**src/rtl/renkon_layer_seq.sv**
```systemverilog
// Layer sequencer for a renkon conv/bias/relu/pool core: walks a host-written
// descriptor table, presents each layer's config and handshakes req/ack with the core.
module renkon_layer_seq #(
  parameter int LWIDTH  = 10,
  parameter int MEMSIZE = 12,
  parameter int NETSIZE = 11,
  parameter int NLAYER  = 8,
  parameter int TIMEOUT = 2**20
)(
  input  logic                      clk,
  input  logic                      rst,
  input  logic                      start,
  input  logic [$clog2(NLAYER):0]   num_layers,
  input  logic                      abort,
  input  logic                      cfg_we,
  input  logic [$clog2(NLAYER)-1:0] cfg_layer,
  input  logic [3:0]                cfg_field,
  input  logic [15:0]               cfg_wdata,
  output logic                      busy,
  output logic                      done,
  output logic                      err,
  output logic                      aborted,
  output logic [$clog2(NLAYER)-1:0] cur_layer,
  output logic                      req,
  input  logic                      ack,
  output logic [LWIDTH-1:0]         total_in,
  output logic [LWIDTH-1:0]         total_out,
  output logic [LWIDTH-1:0]         img_height,
  output logic [LWIDTH-1:0]         img_width,
  output logic [LWIDTH-1:0]         conv_kern,
  output logic [LWIDTH-1:0]         conv_strid,
  output logic [LWIDTH-1:0]         conv_pad,
  output logic [LWIDTH-1:0]         pool_kern,
  output logic [LWIDTH-1:0]         pool_strid,
  output logic [LWIDTH-1:0]         pool_pad,
  output logic                      bias_en,
  output logic                      relu_en,
  output logic                      pool_en,
  output logic [MEMSIZE-1:0]        in_offset,
  output logic [MEMSIZE-1:0]        out_offset,
  output logic [NETSIZE-1:0]        net_offset
);

  localparam int LI = $clog2(NLAYER);
  localparam int CW = $clog2(TIMEOUT + 1);
  localparam logic [LI:0]   NMAX   = (LI+1)'(NLAYER);
  localparam logic [CW-1:0] TO_END = CW'(TIMEOUT - 1);

  localparam logic [2:0] S_IDLE = 3'd0;
  localparam logic [2:0] S_LOAD = 3'd1;
  localparam logic [2:0] S_REQ  = 3'd2;
  localparam logic [2:0] S_WAIT = 3'd3;
  localparam logic [2:0] S_NEXT = 3'd4;
  localparam logic [2:0] S_DONE = 3'd5;

  typedef struct packed {
    logic [LWIDTH-1:0]  total_in, total_out, img_height, img_width;
    logic [LWIDTH-1:0]  conv_kern, conv_strid, conv_pad;
    logic [LWIDTH-1:0]  pool_kern, pool_strid, pool_pad;
    logic               pool_en, relu_en, bias_en;
    logic [MEMSIZE-1:0] in_offset, out_offset;
    logic [NETSIZE-1:0] net_offset;
  } desc_t;

  desc_t         tbl [NLAYER];
  desc_t         cfg_q;
  logic [2:0]    state;
  logic [LI:0]   n_q;
  logic          abort_q;
  logic [CW-1:0] wcnt;
  logic          last;
  logic          unused_wdata;

  assign unused_wdata = ^cfg_wdata;
  assign last = ({1'b0, cur_layer} == n_q - 1'b1);

  // Host writes land only between runs so a layer's config cannot shift under the core.
  always_ff @(posedge clk) begin
    if (rst) begin
      for (int i = 0; i < NLAYER; i++) tbl[i] <= '0;
    end else if (cfg_we && !busy) begin
      case (cfg_field)
        4'd0:  tbl[cfg_layer].total_in   <= cfg_wdata[LWIDTH-1:0];
        4'd1:  tbl[cfg_layer].total_out  <= cfg_wdata[LWIDTH-1:0];
        4'd2:  tbl[cfg_layer].img_height <= cfg_wdata[LWIDTH-1:0];
        4'd3:  tbl[cfg_layer].img_width  <= cfg_wdata[LWIDTH-1:0];
        4'd4:  tbl[cfg_layer].conv_kern  <= cfg_wdata[LWIDTH-1:0];
        4'd5:  tbl[cfg_layer].conv_strid <= cfg_wdata[LWIDTH-1:0];
        4'd6:  tbl[cfg_layer].conv_pad   <= cfg_wdata[LWIDTH-1:0];
        4'd7:  tbl[cfg_layer].pool_kern  <= cfg_wdata[LWIDTH-1:0];
        4'd8:  tbl[cfg_layer].pool_strid <= cfg_wdata[LWIDTH-1:0];
        4'd9:  tbl[cfg_layer].pool_pad   <= cfg_wdata[LWIDTH-1:0];
        4'd10: begin
          tbl[cfg_layer].pool_en <= cfg_wdata[2];
          tbl[cfg_layer].relu_en <= cfg_wdata[1];
          tbl[cfg_layer].bias_en <= cfg_wdata[0];
        end
        4'd11: tbl[cfg_layer].in_offset  <= cfg_wdata[MEMSIZE-1:0];
        4'd12: tbl[cfg_layer].out_offset <= cfg_wdata[MEMSIZE-1:0];
        4'd13: tbl[cfg_layer].net_offset <= cfg_wdata[NETSIZE-1:0];
        default: ;
      endcase
    end
  end

  always_ff @(posedge clk) begin
    if (rst) begin
      state     <= S_IDLE;
      busy      <= 1'b0;
      done      <= 1'b0;
      err       <= 1'b0;
      aborted   <= 1'b0;
      req       <= 1'b0;
      cur_layer <= '0;
      n_q       <= '0;
      abort_q   <= 1'b0;
      wcnt      <= '0;
      cfg_q     <= '0;
    end else begin
      done <= 1'b0;
      req  <= 1'b0;
      if (abort && state != S_IDLE) abort_q <= 1'b1;
      case (state)
        S_IDLE: if (start) begin
          n_q       <= (num_layers > NMAX) ? NMAX : num_layers;
          err       <= 1'b0;
          aborted   <= 1'b0;
          abort_q   <= 1'b0;
          cur_layer <= '0;
          busy      <= 1'b1;
          state     <= S_LOAD;
        end
        S_LOAD: if (n_q == '0 || abort_q) begin
          aborted <= abort_q && (n_q != '0);
          busy    <= 1'b0;
          done    <= 1'b1;
          state   <= S_DONE;
        end else begin
          cfg_q <= tbl[cur_layer];
          req   <= 1'b1;
          state <= S_REQ;
        end
        S_REQ: begin
          wcnt  <= '0;
          state <= S_WAIT;
        end
        // The core cannot be cancelled: a pending abort waits for ack or timeout.
        S_WAIT: if (ack) begin
          state <= S_NEXT;
        end else if (wcnt == TO_END) begin
          err   <= 1'b1;
          busy  <= 1'b0;
          done  <= 1'b1;
          state <= S_DONE;
        end else begin
          wcnt <= wcnt + 1'b1;
        end
        S_NEXT: if (last || abort_q) begin
          aborted <= abort_q && !last;
          busy    <= 1'b0;
          done    <= 1'b1;
          state   <= S_DONE;
        end else begin
          cur_layer <= cur_layer + 1'b1;
          state     <= S_LOAD;
        end
        S_DONE:  state <= S_IDLE;
        default: state <= S_IDLE;
      endcase
    end
  end

  assign total_in   = cfg_q.total_in;
  assign total_out  = cfg_q.total_out;
  assign img_height = cfg_q.img_height;
  assign img_width  = cfg_q.img_width;
  assign conv_kern  = cfg_q.conv_kern;
  assign conv_strid = cfg_q.conv_strid;
  assign conv_pad   = cfg_q.conv_pad;
  assign pool_kern  = cfg_q.pool_kern;
  assign pool_strid = cfg_q.pool_strid;
  assign pool_pad   = cfg_q.pool_pad;
  assign bias_en    = cfg_q.bias_en;
  assign relu_en    = cfg_q.relu_en;
  assign pool_en    = cfg_q.pool_en;
  assign in_offset  = cfg_q.in_offset;
  assign out_offset = cfg_q.out_offset;
  assign net_offset = cfg_q.net_offset;

endmodule

```
**config.mk**
```make
export PLATFORM = sky130hd
export DESIGN_NAME = renkon_layer_seq
export DESIGN_NICKNAME = d
export VERILOG_FILES = /design/src/rtl/renkon_layer_seq.sv
export SDC_FILE = /design/constraint.sdc
export NUM_CORES = 2
export LEC_CHECK = 0
export BUFFER_PORTS_ARGS = -buffer_cell sky130_fd_sc_hd__buf_4
export CORE_ASPECT_RATIO = 2
export CORE_MARGIN = 10
export CORE_UTILIZATION = 65
export DETAILED_ROUTE_END_ITERATION = 6
export PLACE_DENSITY = 0.84
export SETUP_SLACK_MARGIN = 0.15
export SYNTH_ARGS = -nofsm -noshare
export SYNTH_HDL_FRONTEND = slang
export SYNTH_SLANG_ARGS = --single-unit
```
**constraint.sdc**
```tcl
create_clock -name clk -period 4.2 [get_ports clk]
set_input_delay 0.42 -clock clk [delete_from_list [all_inputs] [get_ports clk]]
set_output_delay 0.42 -clock clk [all_outputs]
set_load 0.005 [all_outputs]
```
# ---- After elaboration in Yosys (flattened, before gate mapping)
# Memories as Yosys holds them, arrays and structs flattened. A register that Yosys moved wholly into a read port is not among the register bits.
# Cells that the tools add are included.
dict set report totals {
  in_bits 33
  regBits 37
  ram_bits 1104
  n_memories 1
}
dict set report classes {
  n_reduce_logical 28
  n_addsub 3
  order_cmp 1
  bitwise 2
  mux 96
  n_eq_ne 27
}
# memory words word_bits read_ports rd_clocked_by_memory_dff write_ports line_no
set mem_list {}
lappend mem_list {tbl 8 138 1 1 8 65} ;# desc_t tbl [NLAYER];
# op n
set ops {}
lappend ops {{138-bit 2-to-1 mux} 1}
lappend ops {{138-bit OR reduction} 1}
lappend ops {{1-bit 2-to-1 mux} 76}
lappend ops {{21-bit 2-to-1 mux} 2}
lappend ops {{21-bit case mux with 2 select lines} 1}
lappend ops {{4-bit equality test (second input constant)} 6}
lappend ops {{3-bit 2-to-1 mux} 8}
lappend ops {{21-bit by 1-bit adder with 21-bit output (second input constant)} 1}
lappend ops {{21-bit by 20-bit equality test with 1-bit output (second input constant)} 1}
lappend ops {{4-bit by 3-bit equality test with 1-bit output (second input constant)} 4}
lappend ops {{3-bit case mux with 5 select lines} 1}
lappend ops {{14-bit 2-to-1 mux} 1}
lappend ops {{2-bit inequality test (second input constant)} 7}
lappend ops {{4-bit by 2-bit equality test with 1-bit output (second input constant)} 2}
lappend ops {{4-bit logical NOT} 2}
lappend ops {{4-bit AND reduction} 2}
lappend ops {{4-bit nonzero test} 2}
lappend ops {{3-bit by 2-bit equality test with 1-bit output (second input constant)} 2}
lappend ops {{1-bit case mux with 3 select lines} 2}
lappend ops {{3-bit case mux with 2 select lines} 1}
lappend ops {{2-bit AND reduction} 3}
lappend ops {{3-bit AND reduction} 2}
lappend ops {{6-bit AND reduction} 1}
lappend ops {{2-bit nonzero test} 3}
lappend ops {{other kinds (18)} 25}

# ---- Logic depth before layout (Yosys ltp)
dict set report depth {
  depth_word 7
  mapped_depth 9
  ltp_nobuf 7
}

# ---- Worst setup path before layout
# Ideal clock, no wire load.
dict set report synth_path {
  path_type {reg2reg}
  start {register n_q[0]}
  end {register cfg_q (netlist bit conv_pad[0])}
  setup_ps 138
  required_ps 4062
  t_arrival_ps 1871
  setup_slack_ps 2191
  path_stages_with_launch 9
  path_buffers 2
  cell_sequence {dfxtp_1 inv_1 ha_1 nor3b_1 or3_1 nor2_2 buf_2 clkbuf_1 a211oi_1}
}
dict set report synth_between {
  elab_chain_cells 4
}
# element line_no
set synth_lines {}
lappend synth_lines {{start: declaration} 68} ;# logic [LI:0] n_q;
lappend synth_lines {{start signal: assignment} 125} ;# n_q <= (num_layers > NMAX) ? NMAX : num_layers;
lappend synth_lines {{4-bit logical NOT} 133} ;# S_LOAD: if (n_q == '0 || abort_q) begin
lappend synth_lines {{1-bit logical OR} 133}
lappend synth_lines {{1-bit inverter (no source line)} -}
lappend synth_lines {{2-bit AND reduction (no source line)} -}
lappend synth_lines {{end signal: assignment} 139} ;# cfg_q <= tbl[cur_layer];
lappend synth_lines {{end: declaration} 66} ;# desc_t cfg_q;
# No other way between the ends.
# A chain may end at the register's enable or synchronous reset.

==> impl_metrics.env <==
export IMPL_cts_htree_levels=3
export IMPL_synthTopCellsByCount="1104 x edfxtp_1, 1085 x and2_1, 304 x nor2_1"
export IMPL_whs_ps=66.9
export IMPL_multi_input_area_um2=18600
export IMPL_fin_nets=3938
export IMPL_maxCapViolations=0
export IMPL_clock_path_buffers=3
export IMPL_clk_pin_slew_ps=70
export IMPL_io_pins=179
export IMPL_crit_family="simple AND/OR/NAND/NOR gates"
export IMPL_utilization_pct=71.6
export IMPL_syn_area_per_cell_um2=14.5
export IMPL_num_rows=153
export IMPL_vias=30703
export IMPL_cp_required_ps=4760
export IMPL_die_w_um=229
export IMPL_drt_iter0_markers=2408
export IMPL_synth_cell_types=62
export IMPL_p_sw_w=0.00582
export IMPL_grt_max_degree=145
export IMPL_reg2reg_from="busy"
export IMPL_power_density_nw_per_um2=423
export IMPL_clock_power_share_pct=37.5
export IMPL_ys_ff_latch=1279
export IMPL_setup_viol=0
export IMPL_p_comb_share_pct=7.4
export IMPL_cts_setup_buffers=0
export IMPL_drt_wl_total_um=122000
export IMPL_post_route_drc_count=4
export IMPL_drive_above_1_share_pct=20.1
export IMPL_synth_area_top_cells="edfxtp_1 58%, and2_1 12%, mux4_2 11%, dfxtp_1 6.2%, mux2i_1 2.5%"
export IMPL_max_freq_ghz=0.308
export IMPL_start_kind="flip-flop"
export IMPL_core_area_um2=86900
export IMPL_synth_fp_nets=3959
export IMPL_cts_sinks=1279
export IMPL_cts_tree="yes"
export IMPL_ff2ff_path_depth=6
export IMPL_p_leak_nw=21.9
export IMPL_synthCells=3922
export IMPL_tightest_slew_ps=1200
export IMPL_pre_cts_slack_ps=779
export IMPL_maxSlewHeadroom_pct=19.8
export IMPL_outcome="finished with violations"
export IMPL_max_vdd_ir_drop_mv=0.463
export IMPL_portBuffers=174
export IMPL_hold_end="err"
export IMPL_hold_start="rst"
export IMPL_synthFlopType="edfxtp_1"
export IMPL_synth_edf_count=1104
export IMPL_tns_ps=0
export IMPL_dp_hpwl_um=80900
export IMPL_intPower_w=0.0205
export IMPL_start_util_pct=65.3
export IMPL_syn_area_um2=56800
export IMPL_tritoncts_num_buffers=105
export IMPL_first_global_vias=32535
export IMPL_grtUsageTotal_pct=24.3
export IMPL_reg2reg_slack_ps=950
export IMPL_critPathKind="flip-flop to flip-flop"
export IMPL_slowest_stage="nor2b_1"
export IMPL_ys_seq_area_share_pct=64.6
export IMPL_ant_nets=0
export IMPL_final_hold_violation_count=0
export IMPL_crit_arrival_ps=3810
export IMPL_async_flop_share_pct=0
export IMPL_cts_root_buf="clkbuf_16"
export IMPL_rsz0062_at_grt="false"
export IMPL_crit_fanout=11
export IMPL_slowest_delay_ps=740
export IMPL_dieArea_um2=100000
export IMPL_timing_final_max_slew_violations=0
export IMPL_yosysWarnings=0
export IMPL_path_cells="nor4bb_1 -> nand2b_1 -> buf_4 -> nor2b_1 -> nand2_1 -> nor2_1"
export IMPL_post_drt_wl_per_cell_um=23.6
export IMPL_synth_top_cell_area_share_pct=58.4
export IMPL_cp_num_buf_inv=1
export IMPL_fillers=5392
export IMPL_antenna_found_initial=2
export IMPL_synth_most_common_cell="edfxtp_1"
export IMPL_period_needed_ps=3250
export IMPL_hold_class="primary input to flip-flop"
export IMPL_vias_per_cell=5.96
export IMPL_failed_checks="DRC"
export IMPL_finalCritPeriodShare_pct=77.4
export IMPL_sw_frac_of_total_pct=22.1
export IMPL_synth_top_cell_by_area="edfxtp_1"
export IMPL_grt_overflow=0
export IMPL_place_congestion=0.833
export IMPL_die_h_um=438
export IMPL_end_kind="flip-flop"
export IMPL_grt_pass1_wl_um=187000
export IMPL_insertion_delay_ps=720
export IMPL_p_seq_share_pct=55.1
export IMPL_skew_ps=27.6
export IMPL_fin_ws_ps=949
export IMPL_area_growth_pct=9.59
export IMPL_hold_depth=2
export IMPL_dr_pass1_iters=7
export IMPL_seq_area_um2=36700
export IMPL_reg2reg_to="tbl[2][35]"
## how the worst max path moves through the flow
| stage | start | cells past startpoint | to |
|---|---|---|---|
| 5_1_grt | busy | 6 | tbl[2][35] |
| 3_5_place_dp | rst | 7 | tbl[2][35] |
| 4_1_cts | busy | 6 | tbl[2][35] |
| 2_1_floorplan | n_q[0] | 8 | conv_pad[0] |
| 3_3_place_gp | rst | 7 | tbl[5][35] |
| 6_report | busy | 6 | tbl[2][35] |
## layout by cell type (no fill, tap or decap), types with 11 or more instances in the layout
master	instances
a211oi_1	143
a21oi_1	25
and2_1	1085
buf_12	13
buf_4	235
clkbuf_1	26
clkbuf_16	106
clkbuf_8	11
clkinv_1	16
clkinv_2	13
dfxtp_1	172
edfxtp_1	1104
mux2i_1	139
mux4_2	276
nand2_1	50
nor2_1	304
or2_2	106
## state kept, by name, indices dropped and copies added, names as in the netlist, 3 cells and up
name,count
img_width,10
net_offset,11
total_out,10
conv_kern,10
wcnt,21
cur_layer,3
pool_pad,10
in_offset,12
tbl,1104
conv_pad,10
pool_kern,10
pool_strid,10
out_offset,12
n_q,4
img_height,10
total_in,10
state,3
conv_strid,10
## power groups by stage
stage / registers, W / logic (W) / clock network (W)
floorplan: 0.0147 / 0.00129 / 0
global placement: 0.0147 / 0.00190 / 0
detailed placement: 0.0148 / 0.00196 / 0
CTS: 0.0145 / 0.00197 / 0.00997
global route: 0.0146 / 0.00211 / 0.0104
finish: 0.0145 / 0.00194 / 0.00987
## cell type report
type                            count  area share [%]
Timing Repair Buffer              251            3.31
Antenna cell                        1         0.00402
Multi-Input combinational cell   2257            29.8
Clock inverter                     51           0.863
Sequential cell                  1279            58.9
Clock buffer                      143            4.66
Inverter                            7          0.0422
Tap cell                         1162            2.34
## per-layer routing
metal	wire [um]	vias to the layer above	track usage, %
li1	-	14080	-
met1	41100	15352	25.5
met2	68500	1009	46.3
met3	6310	260	3.48
met4	5760	2	12.1
met5	11	-	0
## worst reg2reg max path, delay by kind of cell, from the launching register on
kind | cells | cell delay (ps)
and+or+nand+nor | 5 | 2410
buffers and inverters | 1 | 350
DFF | 1 | 350
## logic make-up (layout without fill, tap and decap cells)
family,after synthesis,count (layout),synth area share (%)
and+or+nand+nor,1624,1624,16.4
DFF,1279,1279,64.6
muxes,416,416,13.4
buffers and inverters,386,452,2.74
AOI/OAI and AO/OA,200,200,2.55
xor gates and xnor gates,13,13,0.201
adders and majority gates,4,4,0.0882
other,0,1,0
## per-stage QoR
step / power [W] / instance area [um^2] / cells
global route: 0.0271 / 62200 / 5151
CTS: 0.0265 / 62200 / 5150
floorplan: 0.0160 / 56800 / 3922
global placement: 0.0166 / 58800 / 4954
detailed placement: 0.0167 / 58800 / 4954
finish: 0.0263 / 62200 / 5151
## timing repair
action	4_1_cts	5_1_grt
gates resized for setup	0	0
hold endpoints to repair	2	0
hold buffers	2	0
(Power assumes the default switching activity.)
